<file path="config.mk">
export PLATFORM = sky130hd
export DESIGN_NAME = ps2_rx_fifo
export DESIGN_NICKNAME = d
export VERILOG_FILES = /design/src/rtl/ps2_rx_fifo.sv
export SDC_FILE = /design/constraint.sdc
export NUM_CORES = 1
export LEC_CHECK = 0
export ABC_AREA = 1
export CORE_MARGIN = 3
export CORE_UTILIZATION = 25
export DETAILED_ROUTE_END_ITERATION = 16
export PLACE_DENSITY = 0.47
export SLEW_MARGIN = 0
export SYNTH_ARGS = -nofsm -noshare
export SYNTH_HDL_FRONTEND = slang
export SYNTH_SLANG_ARGS = --single-unit
</file>
<file path="constraint.sdc">
create_clock -name clk -period 2.3 [get_ports clk]
set_clock_uncertainty 0.2 [all_clocks]
set_input_delay 0.46 -clock clk [delete_from_list [all_inputs] [get_ports clk]]
set_output_delay 0.46 -clock clk [all_outputs]
set_load 0.05 [all_outputs]
</file>
<file path="src/rtl/ps2_rx_fifo.sv">
// ps2_rx_fifo
//    Receives 11-bit PS/2 keyboard frames (start 0, 8 data bits LSB first,
//    odd parity, stop 1) and queues each valid byte in a small FIFO for a
//    consumer that pops with an active-low request.
//
// Parameters
//    DEPTH      FIFO entries, power of two, >= 2
//    TIMEOUT    clk cycles without a PS/2 falling edge before a partial frame
//               is abandoned
//
// Ports
//    clk         in   system clock, the only clock
//    clrn        in   asynchronous active-low reset
//    ps2_clk     in   raw PS/2 clock, asynchronous to clk
//    ps2_data    in   raw PS/2 data, asynchronous to clk
//    nextdata_n  in   active-low pop request
//    data        out  byte at the FIFO head, 8'h00 when empty
//    ready       out  FIFO not empty
//    overflow    out  sticky: a received byte was dropped, cleared by a pop
//    frame_err   out  one-cycle pulse when a frame fails its stop/parity check
//    level       out  current FIFO occupancy
module ps2_rx_fifo #(
   parameter int DEPTH   = 8,
   parameter int TIMEOUT = 50000
) (
   input  logic                     clk,
   input  logic                     clrn,
   input  logic                     ps2_clk,
   input  logic                     ps2_data,
   input  logic                     nextdata_n,
   output logic [7:0]               data,
   output logic                     ready,
   output logic                     overflow,
   output logic                     frame_err,
   output logic [$clog2(DEPTH):0]   level
);

   localparam int AW = $clog2(DEPTH);
   localparam int LW = AW + 1;
   localparam int TW = $clog2(TIMEOUT + 1);
   localparam logic [LW-1:0] FULL_LEVEL   = LW'(DEPTH);
   localparam logic [TW-1:0] TIMER_LIMIT  = TW'(TIMEOUT - 1);

   typedef enum logic [1:0] {IDLE, SHIFT, STOP} state_t;

   state_t          state;
   state_t          state_next;

   logic [2:0]      clk_sync;
   logic [1:0]      data_sync;
   logic            fall;
   logic            bit_in;

   logic [3:0]      bit_cnt;
   logic [8:0]      shift_reg;
   logic [TW-1:0]   timer;
   logic            timed_out;

   logic            wr_req;
   logic            err_det;
   logic            wr_en;
   logic            pop;
   logic            full;

   logic [7:0]      mem [DEPTH];
   logic [AW-1:0]   wr_ptr;
   logic [AW-1:0]   rd_ptr;

   // Synchronisers. The clock path carries one extra stage so that the edge
   // detector compares two settled samples; the data path is two stages so
   // its output lines up with the newer of those two clock samples.
   always_ff @(posedge clk or negedge clrn) begin
      if (!clrn) begin
         clk_sync  <= 3'b111;
         data_sync <= 2'b11;
      end else begin
         clk_sync  <= {clk_sync[1:0], ps2_clk};
         data_sync <= {data_sync[0], ps2_data};
      end
   end

   assign fall   = clk_sync[2] & ~clk_sync[1];
   assign bit_in = data_sync[1];

   // A stalled frame is abandoned once TIMEOUT cycles have passed without
   // any falling edge while a frame is in progress.
   assign timed_out = (state != IDLE) && !fall && (timer == TIMER_LIMIT);

   // State register.
   always_ff @(posedge clk or negedge clrn) begin
      if (!clrn) begin
         state <= IDLE;
      end else begin
         state <= state_next;
      end
   end

   // Next-state logic. The byte is only offered to the FIFO once the stop
   // bit has been seen and the nine data+parity bits hold an odd count of
   // ones, so a partial byte can never be written.
   always_comb begin
      state_next = state;
      wr_req     = 1'b0;
      err_det    = 1'b0;
      case (state)
         IDLE: begin
            if (fall && !bit_in) begin
               state_next = SHIFT;
            end
         end
         SHIFT: begin
            if (timed_out) begin
               state_next = IDLE;
            end else if (fall && (bit_cnt == 4'd8)) begin
               state_next = STOP;
            end
         end
         STOP: begin
            if (timed_out) begin
               state_next = IDLE;
            end else if (fall) begin
               state_next = IDLE;
               if (bit_in && (^shift_reg)) begin
                  wr_req = 1'b1;
               end else begin
                  err_det = 1'b1;
               end
            end
         end
         default: state_next = IDLE;
      endcase
   end

   // Frame datapath: bits arrive LSB first and are shifted in from the top,
   // so after nine bits the data byte sits in [7:0] and parity in [8].
   always_ff @(posedge clk or negedge clrn) begin
      if (!clrn) begin
         bit_cnt   <= 4'd0;
         shift_reg <= 9'd0;
         timer     <= '0;
         frame_err <= 1'b0;
      end else begin
         frame_err <= err_det;
         if (state == IDLE || fall || timed_out) begin
            timer <= '0;
         end else begin
            timer <= timer + 1'b1;
         end
         if (state == IDLE && fall && !bit_in) begin
            bit_cnt   <= 4'd0;
            shift_reg <= 9'd0;
         end else if (state == SHIFT && fall) begin
            shift_reg <= {bit_in, shift_reg[8:1]};
            bit_cnt   <= bit_cnt + 4'd1;
         end
      end
   end

   // FIFO control. A write into a full FIFO is still accepted when a pop
   // happens in the same cycle, since that pop frees the slot.
   assign full  = (level == FULL_LEVEL);
   assign ready = (level != '0);
   assign pop   = !nextdata_n && ready;
   assign wr_en = wr_req && (!full || pop);
   assign data  = ready ? mem[rd_ptr] : 8'h00;

   // Storage array; contents need no reset because level gates visibility.
   always_ff @(posedge clk) begin
      if (wr_en) begin
         mem[wr_ptr] <= shift_reg[7:0];
      end
   end

   // Pointers wrap naturally because DEPTH is a power of two.
   always_ff @(posedge clk or negedge clrn) begin
      if (!clrn) begin
         wr_ptr   <= '0;
         rd_ptr   <= '0;
         level    <= '0;
         overflow <= 1'b0;
      end else begin
         if (wr_en) begin
            wr_ptr <= wr_ptr + 1'b1;
         end
         if (pop) begin
            rd_ptr <= rd_ptr + 1'b1;
         end
         case ({wr_en, pop})
            2'b10:   level <= level + 1'b1;
            2'b01:   level <= level - 1'b1;
            default: level <= level;
         endcase
         if (pop) begin
            overflow <= 1'b0;
         end else if (wr_req && full) begin
            overflow <= 1'b1;
         end
      end
   end

endmodule

</file>
[Yosys cells after proc, flatten, opt, wreduce, memory -nomap -nowiden]
Memory sizes are Yosys's and may differ from the RTL's.
Cells that the tools add are included.
Word-level totals
  flip-flop bits (word level): 48
  latch bits: 0
  memory bits (writable): 64
  memory bits (read-only): 0
  input port bits: 5
  output and inout bits: 15
  word-level logic and storage cells: 81
  memories kept: 1
Operators by class
  add/sub/neg operators: 6
  multipliers: 0
  div/mod/pow operators: 0
  magnitude comparators: 0
  eq/ne operators: 10
  shift operators: 0
  muxes and demuxes: 25
  bitwise operators: 2
  reductions and logical operators: 26
Memories
  mem: depth 8, width 8, read ports 1, clocked after memory_dff 0, write ports 1, RTL line 65  | logic [7:0] mem [DEPTH];
Operators with widths (count)
  $mux 9: 2
  $add 16x1->16 const B: 1
  $eq 16x16->1 const B: 1
  $mux 16: 1
  $mux 1: 12
  $logic_and 1x1->1: 11
  $mux 2: 5
  $reduce_xor 9->1: 1
  $add 4x1->4 const B: 2
  $eq 4x4->1 const B: 2
  $mux 4: 2
  $mux 8: 1
  $pmux 4 s2: 1
  $reduce_bool 2->1: 4
  $add 3x1->3 const B: 2
  $ne 3x3->1 const B: 2
  $pmux 2 s3: 1
  $eq 2x1->1 const B: 2
  $eq 2x2->1 const B: 2
  $logic_not 1->1: 4
  $reduce_bool 4->1: 1
  $sub 4x1->4 const B: 1
  $logic_or 1x1->1: 3
  $reduce_and 3->1: 1
  other kinds (4): 4

[Longest topological paths before layout]
Gate-level depths: netlist of run 1.
  depth after elaboration: 10
  mapped depth: 20
  gate-level depth less buffers: 20

[Least setup slack after synthesis of run 1]
Ideal clock, no wire load.
  kind: register to register
  from: reg level[0]
  to: reg level[3]
  library setup time: 113 ps
  arrival: 2549 ps
  data required time: 1987 ps
  path slack: -562 ps
  stages on the path, launching flop included: 15
  buffers on the path: 0
  clock period less this slack: 2862 ps
  cell sequence: dfrtp_1 -> nor2_1 -> nand3_2 -> inv_1 -> nor2_2 -> nand2_2 -> inv_1 -> ha_1 -> nand2_1 -> nand2_1 -> a31oi_1 -> o21bai_1 -> nand3_1 -> nand2_1 -> inv_1
Between the ends
  word-level cells in the longest chain between the ends: 6
  elaborated cells between the ends (all ways): 12
  classes of those cells: 2 x add/sub; 3 x eq/ne; 1 x mux; 6 x reduce/logical
RTL lines
  start: declaration: RTL line 35  | output logic [$clog2(DEPTH):0] level
  start signal: assignment: RTL line 189  | 2'b10: level <= level + 1'b1;
  start signal: assignment: RTL line 190  | 2'b01: level <= level - 1'b1;
  start signal: assignment: RTL line 191  | default: level <= level;
  $reduce_bool 4->1 (*): RTL line 162  | assign ready = (level != '0);
  via ready: RTL line 32  | output logic ready,
  $logic_and 1x1->1 (*): RTL line 163  | assign pop = !nextdata_n && ready;
  $logic_or 1x1->1: RTL line 164  | assign wr_en = wr_req && (!full || pop);
  $logic_and 1x1->1: RTL line 164
  $eq 2x1->1 or $eq 2x2->1 (tied branches): RTL line 188  | case ({wr_en, pop})
  $pmux 4 s2 or $reduce_bool 2->1 (tied branches)
The timed path passes the listed nets; every way through them passes the cells marked *.
A chain may end at the register's enable or synchronous reset.

[Final worst setup path of run 1]
  from: reg rd_ptr[0]
  to: out data[3]
Between the ends
  word-level cells in the longest chain between the ends: 2
RTL lines
  start: declaration: RTL line 67  | logic [AW-1:0] rd_ptr;
  start signal: assignment: RTL line 186  | rd_ptr <= rd_ptr + 1'b1;
  $mem_v2 8x8
  $mux 8: RTL line 165  | assign data = ready ? mem[rd_ptr] : 8'h00;
  end: declaration: RTL line 31  | output logic [7:0] data,
No other way between the ends.

==> summary by stage, run 1 <==
Timing
After routing, the total negative slack on setup checks comes to -1190 ps. The number of endpoints failing setup at the final stage is 9. The smallest setup slack after layout is -172 ps. Setup repair after global routing could not meet its margin everywhere. The final clock period utilization by the worst path is 107%. The slew of the pin with the lowest slew margin is 528 ps. Headroom to the max-slew limit came out at between 60 and 70%. The final-report max-slew violation count is 0. The final count of hold timing violations is 0. For this run, the top clock speed supported by timing is roughly 0.40 GHz.

The shortest period the worst path allows is 2470 ps.

Clock network
The number of H-tree levels is 3. TritonCTS built the clock tree. In this run the clock root is driven by a sky130_fd_sc_hd__clkbuf_16.

The post-CTS clock slew at the launch and capture registers of the worst setup and hold paths is about 80 ps. The insertion delay of the later-clocked pin in the worst-skew pair is roughly 360 ps. Counting the buffers created by CTS gives 9. Clock tree synthesis found a total of between 100 and 150 sinks. The clock passes through at most 2 buffers.

Synthesis
The dominant cell type by area after synthesis is sky130_fd_sc_hd__edfxtp_1. The area share of the leading cell type in the synthesized netlist is approximately two fifths. Ranked by total cell area, the synthesized netlist is headed by sky130_fd_sc_hd__edfxtp_1, sky130_fd_sc_hd__dfrtp_1, sky130_fd_sc_hd__o21ai_0, sky130_fd_sc_hd__nor2_1, sky130_fd_sc_hd__nand2_1. A synthesized cell averages between 10 and 15 um2. Yosys instantiated no cell more often than sky130_fd_sc_hd__nor2_1. The yosys synthesis warning count is 0.

Counting flops and latches in the post-synthesis netlist gives approximately 110. Counting every net in the synthesized netlist gives approximately 480. The most used flip-flop cell after synthesis is sky130_fd_sc_hd__edfxtp_1.

In this run the cell area of the synthesized design comes to slightly below 5000 um2. The number of library cell types mapped by synthesis is 33. The number of flops mapped to enable cells by yosys is 64.

Summing the sequential cell areas from Yosys gives between 60% and 70% of the chip area. The number of instances in the synthesized netlist is ~460. By count the netlist is led by sky130_fd_sc_hd__nor2_1, sky130_fd_sc_hd__edfxtp_1, sky130_fd_sc_hd__nand2_1. For this run, asynchronously set or reset flops after synthesis account for 42.9%.

Run
The number of max-cap violations is 0.

Final layout
For this run, the share of the core covered by cells in the final layout is between 30% and 40%. The number of antenna diodes in the final layout is 0. The summed area of non-filler cells in the final layout is between 6000 and 7000 um2. For this run, the post-layout net count is 562. The register with the most flip-flops in the layout has 64 of them. The area growth from synthesis to layout is 38.3%.

The ratio of cells with drive above 1 in the final layout is 34.1%. Counting the fill cells in the layout gives between 1.5k and 2k.

GRT
The initial antenna violation count is 0. The met2 track demand over resource is between 10% and 20%. In the global route stage, met1 resource usage came out at between 10 and 15%. Across every metal layer, demand over resource in global routing totals 10.9%. The first global-routing pass estimated between 15000 and 20000 um of wire. The met3 usage is 2.76%. For this run the aggregate overflow at the end of global routing stands at 0.

The via count of the first global-routing pass was approximately 3.5k. The pin count of the biggest net entering global routing is 21. The routing layer with the top usage in global route is met2.

Place
The wire-length estimate of the detail-placed layout is about 8000 um. At the end of routability-driven placement, the weighted congestion stood at around 0.80. After detailed placement, the total cell area comes to 5890 um2.

During placement, the flow inserted port buffers numbering 19.

Power and ir drop
The total power density per cell area is ~1200 nW/um2. For this design the static power due to leakage is about 2.6 nW. The worst-case IR drop observed on VDD is approximately 0.48 mV.

Die
The height of the chip is approximately 150 um. In this run the standard cell core region covers around 19000 um2. The floorplan has 50 rows. The die covers approximately 21000 um2. Measured along the x axis, the die boundary spans around 150 um. 20 I/O pins were placed. The starting density of the core is around a quarter.

Critical path
The setup path with the least slack is of type register to primary output. At the worst endpoint, the required time is between 1500 and 2000 ps. The worst setup path is captured at a primary output. The worst setup path is launched from a register.

The arrival time at the worst endpoint is around 1800 ps. The largest fanout on the critical path is 7. The critical path starts at rd_ptr[0].

The worst register-to-register path begins at shift_reg[6].

Detailed routing
In the final routed layout, each cell accounts on average for around 14 um. The number of DRC violations after detailed-routing iteration 0 is approximately 130. For this block, the routed nets add up to 11500 um of wire. The number of vias after detailed routing is around 3.6k. In the routed layout, each cell is associated on average with a via count of approximately 4.4.

For this run, design rule violations remaining after detail routing come to 0. The final antenna-violating net count is 0. The pre-antenna-repair detailed-routing pass consisted of 4 iterations.

Worst hold path
The startpoint of the most critical hold path is data_sync[0]. The worst min-delay path category is register to register.

Status
The flow ran to the end, but the final reports show violations. The final reports fail on setup timing.
==> report_power, final <==
group          internal [mW]  leakage (nW)  switching, mW
clock                  0.981         0.164          0.786
sequential              2.34          1.19          0.187
combinational           1.68          1.27           2.44
total                   5.00          2.62           3.41
==> repair_timing <==
action / in CTS / in global routing
resized for setup: 62 / 78
setup endpoints to repair: 69 / 77
pin swaps: 8 / 27
endpoints found under the hold margin: 16 / 0
gates cloned: 1 / 1
setup buffers: 7 / 6
hold buffers: 1 / 0
==> cell families (layout without fill, tap and decap cells) <==
family | after synthesis | count (layout) | synth area share [%]
AO/OA/AOI/OAI | 97 | 97 | 10.7
XOR/XNOR | 10 | 10 | 1.94
adder cells (fa/ha/maj) | 8 | 8 | 2.19
buffers and inverters | 61 | 151 | 4.67
flip-flops | 112 | 112 | 63.8
AND/OR/NAND/NOR | 176 | 176 | 16.7
==> per-layer routing <==
| metal | wire (um) | vias up |
|---|---|---|
| met5 | 0 | - |
| met1 | 5420 | 1730 |
| met2 | 5580 | 44 |
| li1 | - | 1767 |
| met3 | 355 | 14 |
| met4 | 174 | 0 |
==> critical path, cell delays in order (launching register included) <==
cell                      delay (ps)
sky130_fd_sc_hd__dfrtp_2         500
sky130_fd_sc_hd__inv_4           120
sky130_fd_sc_hd__buf_6           140
sky130_fd_sc_hd__nor2_2           40
sky130_fd_sc_hd__o22ai_2         200
sky130_fd_sc_hd__o21ai_2         110
sky130_fd_sc_hd__a31oi_4         160
sky130_fd_sc_hd__buf_6           180
==> cells in the final DEF, fill, tap and decap left out, drive strengths merged, types with 3 or more instances in the layout <==
master,n
clkdlybuf4s50,5
buf,76
edfxtp,64
a21oi,10
ha,7
dfrtp,43
a31oi,9
nand4,7
clkbuf,10
xnor2,3
clkinv,3
xor2,7
dfstp,5
inv,52
o22ai,16
nand3,14
nor2,77
o21ai,59
nor3,11
nand2,64
==> metrics by stage <==
step / setup slack, ps / power (mW) / cells / hold WS [ps]
after global routing: -275 / 8.90 / 814 / 166
after CTS: -202 / 8.19 / 809 / 161
final: -172 / 8.41 / 814 / 162
after global placement: -134 / 5.90 / 785 / 146
after floorplan: -217 / 4.79 / 464 / -35.6
after detailed placement: -191 / 5.95 / 785 / 150
==> layout make-up <==
| type | instances | area [um2] | area share (%) |
|---|---|---|---|
| Multi-Input combinational cell | 291 | 1990 | 29.3 |
| Tap cell | 260 | 325 | 4.80 |
| Sequential cell | 112 | 3140 | 46.3 |
| Timing Repair Buffer | 84 | 796 | 11.7 |
| Clock buffer | 9 | 225 | 3.32 |
| Inverter | 51 | 198 | 2.92 |
| Clock inverter | 7 | 109 | 1.61 |
==> worst paths after layout <==
kind | end | slack [ps] | depth (start not counted)
max | data[3] | -170 | 7
min | data_sync[1] | 160 | 0
max reg2reg | level[3] | -70 | 16
min reg2reg | data_sync[1] | 160 | 0
max in group asynchronous | clk_sync[2] | 860 | 3
min in group asynchronous | wr_ptr[2] | 370 | 2
No activity file was read; power rests on OpenSTA's default activity.
==> run 2, diff against run 1 <==
--- a/config.mk
+++ b/config.mk
@@ -7,9 +7,9 @@
 export LEC_CHECK = 0
 export ABC_AREA = 1
 export CORE_MARGIN = 3
-export CORE_UTILIZATION = 25
+export CORE_UTILIZATION = 34
 export DETAILED_ROUTE_END_ITERATION = 16
-export PLACE_DENSITY = 0.47
+export PLACE_DENSITY = 0.57
 export SLEW_MARGIN = 0
 export SYNTH_ARGS = -nofsm -noshare
 export SYNTH_HDL_FRONTEND = slang
==> summary by stage, run 2 (synthesized netlist as in run 1, its figures left out) <==
Detailed routing
Dividing the detail-routed wire length by the instance count gives about 15 um. The number of DRC violations after detailed-routing iteration 0 is between 200 and 250. The first-pass iteration count of the detailed router is 4. The routed wire length is 10900 um. For this run, design rule violations remaining after detail routing come to 0.

Across all layers, the routed design uses 3619 vias. Using the TritonRoute via totals, the vias-per-cell ratio works out to just under 5. In this run the remaining antenna-violating nets after routing total 0.

GRT
For this run, the total global-route usage over all layers was measured as between 10% and 20%. The via count of the first global-routing pass is roughly 3.5k. The first global-routing pass estimated approximately 17000 um of wire. The initial antenna violation count is 0. The pin count of the biggest net entering global routing is 25.

The total congestion overflow is 0.

Power and ir drop
The switching power summed over all nets is roughly 3.4 mW. The share of total power in sequential cells is between 30% and 40%. The switching fraction of total power is approximately 41%.

In this run the static leakage power is roughly 2.6 nW. The share of total power dissipated in the clock network is between 15 and 20%. The power after layout is about 8.3 mW. The maximum vdd drop is roughly 0.66 mV.

Internal power comes to ~4.9 mW. The power share of the combinational group is around half. The total power density per cell area is around 1200 nW/um2.

Timing
The slew of the pin with the lowest slew margin is between 500 and 600 ps. The final sum of negative setup slack is -1060 ps. The shortest period the worst path allows is ~2500 ps.

Setup violations remaining at the end of the flow were counted as 9. Hold timing on the final database bottoms out at a slack of 156 ps. The relative slew slack is roughly 65%. The highest attainable clock frequency is 0.406 GHz. The worst path uses 107% of the clock period.

The final-report max-slew violation count came to 0. The final count of hold timing violations is 0. The smallest setup slack after layout is -164 ps.

Setup repair after global routing could not meet its margin everywhere.

Run
Max-cap violations in this run came to 0.

Critical path
STA puts the critical path data required time at 1640 ps. The critical path contains buffers and inverters numbering 3 combined. The type of the worst setup path is register to primary output.

The worst setup path is captured at a primary output. Of all nets on the critical path, the largest fanout is 11. The type of origin of the critical path is a register. At the worst endpoint, the arrival time is 1800 ps. Among cell families on the critical path, the largest total delay comes from compound AO/OA/AOI/OAI gates. The largest incremental delay on the critical path is between 400 and 500 ps. The signal on the critical path passes through clkinv_4 -> clkbuf_16 -> nor2_2 -> o22ai_1 -> o21ai_2 -> a31oi_4 -> buf_6. For this design, the slowest cell found on the critical path is sky130_fd_sc_hd__dfrtp_2.

Final layout
The number of diodes is 0. The synthesis-to-layout area growth is 37.2%. Leaving out filler cells and counting taps, the final layout contains 741.

The flip-flop count of the largest register, all copies and words added is 64. Leaving out fill and tap cells, the most frequent cells in the layout are sky130_fd_sc_hd__edfxtp_1, sky130_fd_sc_hd__nor2_1, sky130_fd_sc_hd__buf_4. The library cell used most frequently in the layout, excluding fill and tap cells, is sky130_fd_sc_hd__edfxtp_1. The net total in the final layout is ~570. The count of fill cells added during filler insertion is approximately 1.3k.

The final core utilization is between 40% and 50%. The summed area of non-filler cells in the final layout is between 6000 and 7000 um2. The ratio of cells with drive above 1 in the final layout is 36.7%.

Place
Port buffering added 19 buffers. The placed wire-length estimate after detailed placement is a little over 7000 um. At the end of routability-driven placement, the weighted congestion stood at 0.790. The instance area at placement is ~5800 um2. The total instance count after detailed placement is 700. The worst slack at placement is -184 ps.

Clock network
The clock tree from TritonCTS is yes. Clock latency on the worst-skew pair, taken at its later pin, is approximately 350 ps. The clock buffer count from CTS is 9. The number of sinks handled by clock tree synthesis is 112. CTS built an H-tree with a depth of 3.

The maximum buffer depth of the clock tree is 2. The post-CTS clock slew at the launch and capture registers of the worst setup and hold paths is 70 ps. The clock tree root buffer cell is sky130_fd_sc_hd__clkbuf_16.

Die
The height of the chip is 126 um. During I/O placement, the number of pins put on the boundary was 20. Measured along the x axis, the die boundary spans about 130 um. The region available for standard cell placement spans roughly 14000 um2.

The full die area is about 16000 um2. The floorplan has 43 rows. The initial utilization of the core area, before any placement, comes to between 30% and 40%.

Status
The run finished, with violations left. The checks that failed: setup timing.

Worst hold path
The worst min-delay path category is register to register.
## run 2: cell count changes in the layout (fill, tap and decap cells not counted), moves of 2 or more
cell and change:
sky130_fd_sc_hd__buf_8 -2, sky130_fd_sc_hd__o21ai_1 -9, sky130_fd_sc_hd__clkinv_4 +2, sky130_fd_sc_hd__o21ai_2 +2
sky130_fd_sc_hd__clkdlybuf4s50_1 +2, sky130_fd_sc_hd__nand2_1 -10, sky130_fd_sc_hd__bufinv_16 -2, sky130_fd_sc_hd__buf_4 +5
sky130_fd_sc_hd__nand2_2 +10, sky130_fd_sc_hd__o21ai_0 +7, sky130_fd_sc_hd__clkinvlp_4 +2, sky130_fd_sc_hd__buf_6 -2
sky130_fd_sc_hd__buf_12 +2
## run 2: cell type report
type                       count  area (um2)  area share, %
timing repair buffer          90         866           12.9
clock inverter                 7        55.1          0.818
sequential                   112        3140           46.7
multi-input combinational    291        2000           29.8
timing repair inverter         1        7.51          0.112
inverter                      51         204           3.03
clock buffer                   9         225           3.35
tap                          180         225           3.35
## run 2: path summary, 6_finish.rpt
kind | from | end | slack, ps | depth (start not counted)
worst max-delay path | rd_ptr[0] | data[1] | -160 | 7
worst min-delay path | clk_sync[0] | clk_sync[1] | 160 | 0
worst max register to register | shift_reg[3] | level[3] | -90 | 19
worst min register to register | clk_sync[0] | clk_sync[1] | 160 | 0
max in group asynchronous | clrn | rd_ptr[0] | 870 | 3
min in group asynchronous | clrn | timer[2] | 420 | 2
## run 2: worst register-to-register path, stage by stage (launching register included)
cell and delay [ps]:
sky130_fd_sc_hd__dfrtp_2 440, sky130_fd_sc_hd__inv_2 80, sky130_fd_sc_hd__nand2_1 60, sky130_fd_sc_hd__nand2_2 90, sky130_fd_sc_hd__nand2_2 70, sky130_fd_sc_hd__nand3_2 70, sky130_fd_sc_hd__nand3_1 90, sky130_fd_sc_hd__nand2_2 120
sky130_fd_sc_hd__nand3_4 100, sky130_fd_sc_hd__nand2_4 80, sky130_fd_sc_hd__inv_2 50, sky130_fd_sc_hd__ha_4 290, sky130_fd_sc_hd__nand2_2 50, sky130_fd_sc_hd__nand2_2 70, sky130_fd_sc_hd__a31oi_4 40, sky130_fd_sc_hd__buf_4 150
sky130_fd_sc_hd__nand2_1 70, sky130_fd_sc_hd__nand3_1 80, sky130_fd_sc_hd__nand2_1 70, sky130_fd_sc_hd__inv_1 40
## run 2: per-layer routing
layer  wire [um]  GRT usage (%)
met1        4920           17.8
met4         184           3.91
met3         335           3.65
met2        5450           22.5
met5           0              0
## run 2: power groups by stage
stage               Combinational [mW]  Clock (mW)  Sequential (mW)
floorplan                         2.12           0             2.66
global placement                  3.28           0             2.52
detailed placement                3.33           0             2.53
CTS                               3.64        1.54             2.52
global route                      4.58        1.62             2.56
finish                            4.29        1.49             2.54
## run 2: repair_timing
item | CTS | global route
cloned | 1 | 2
pin swaps | 18 | 25
endpoints found under the hold margin | 17 | 0
gates resized for setup | 59 | 84
endpoints found under the setup margin | 69 | 77
hold buffers | 1 | 0
setup buffers | 7 | 14
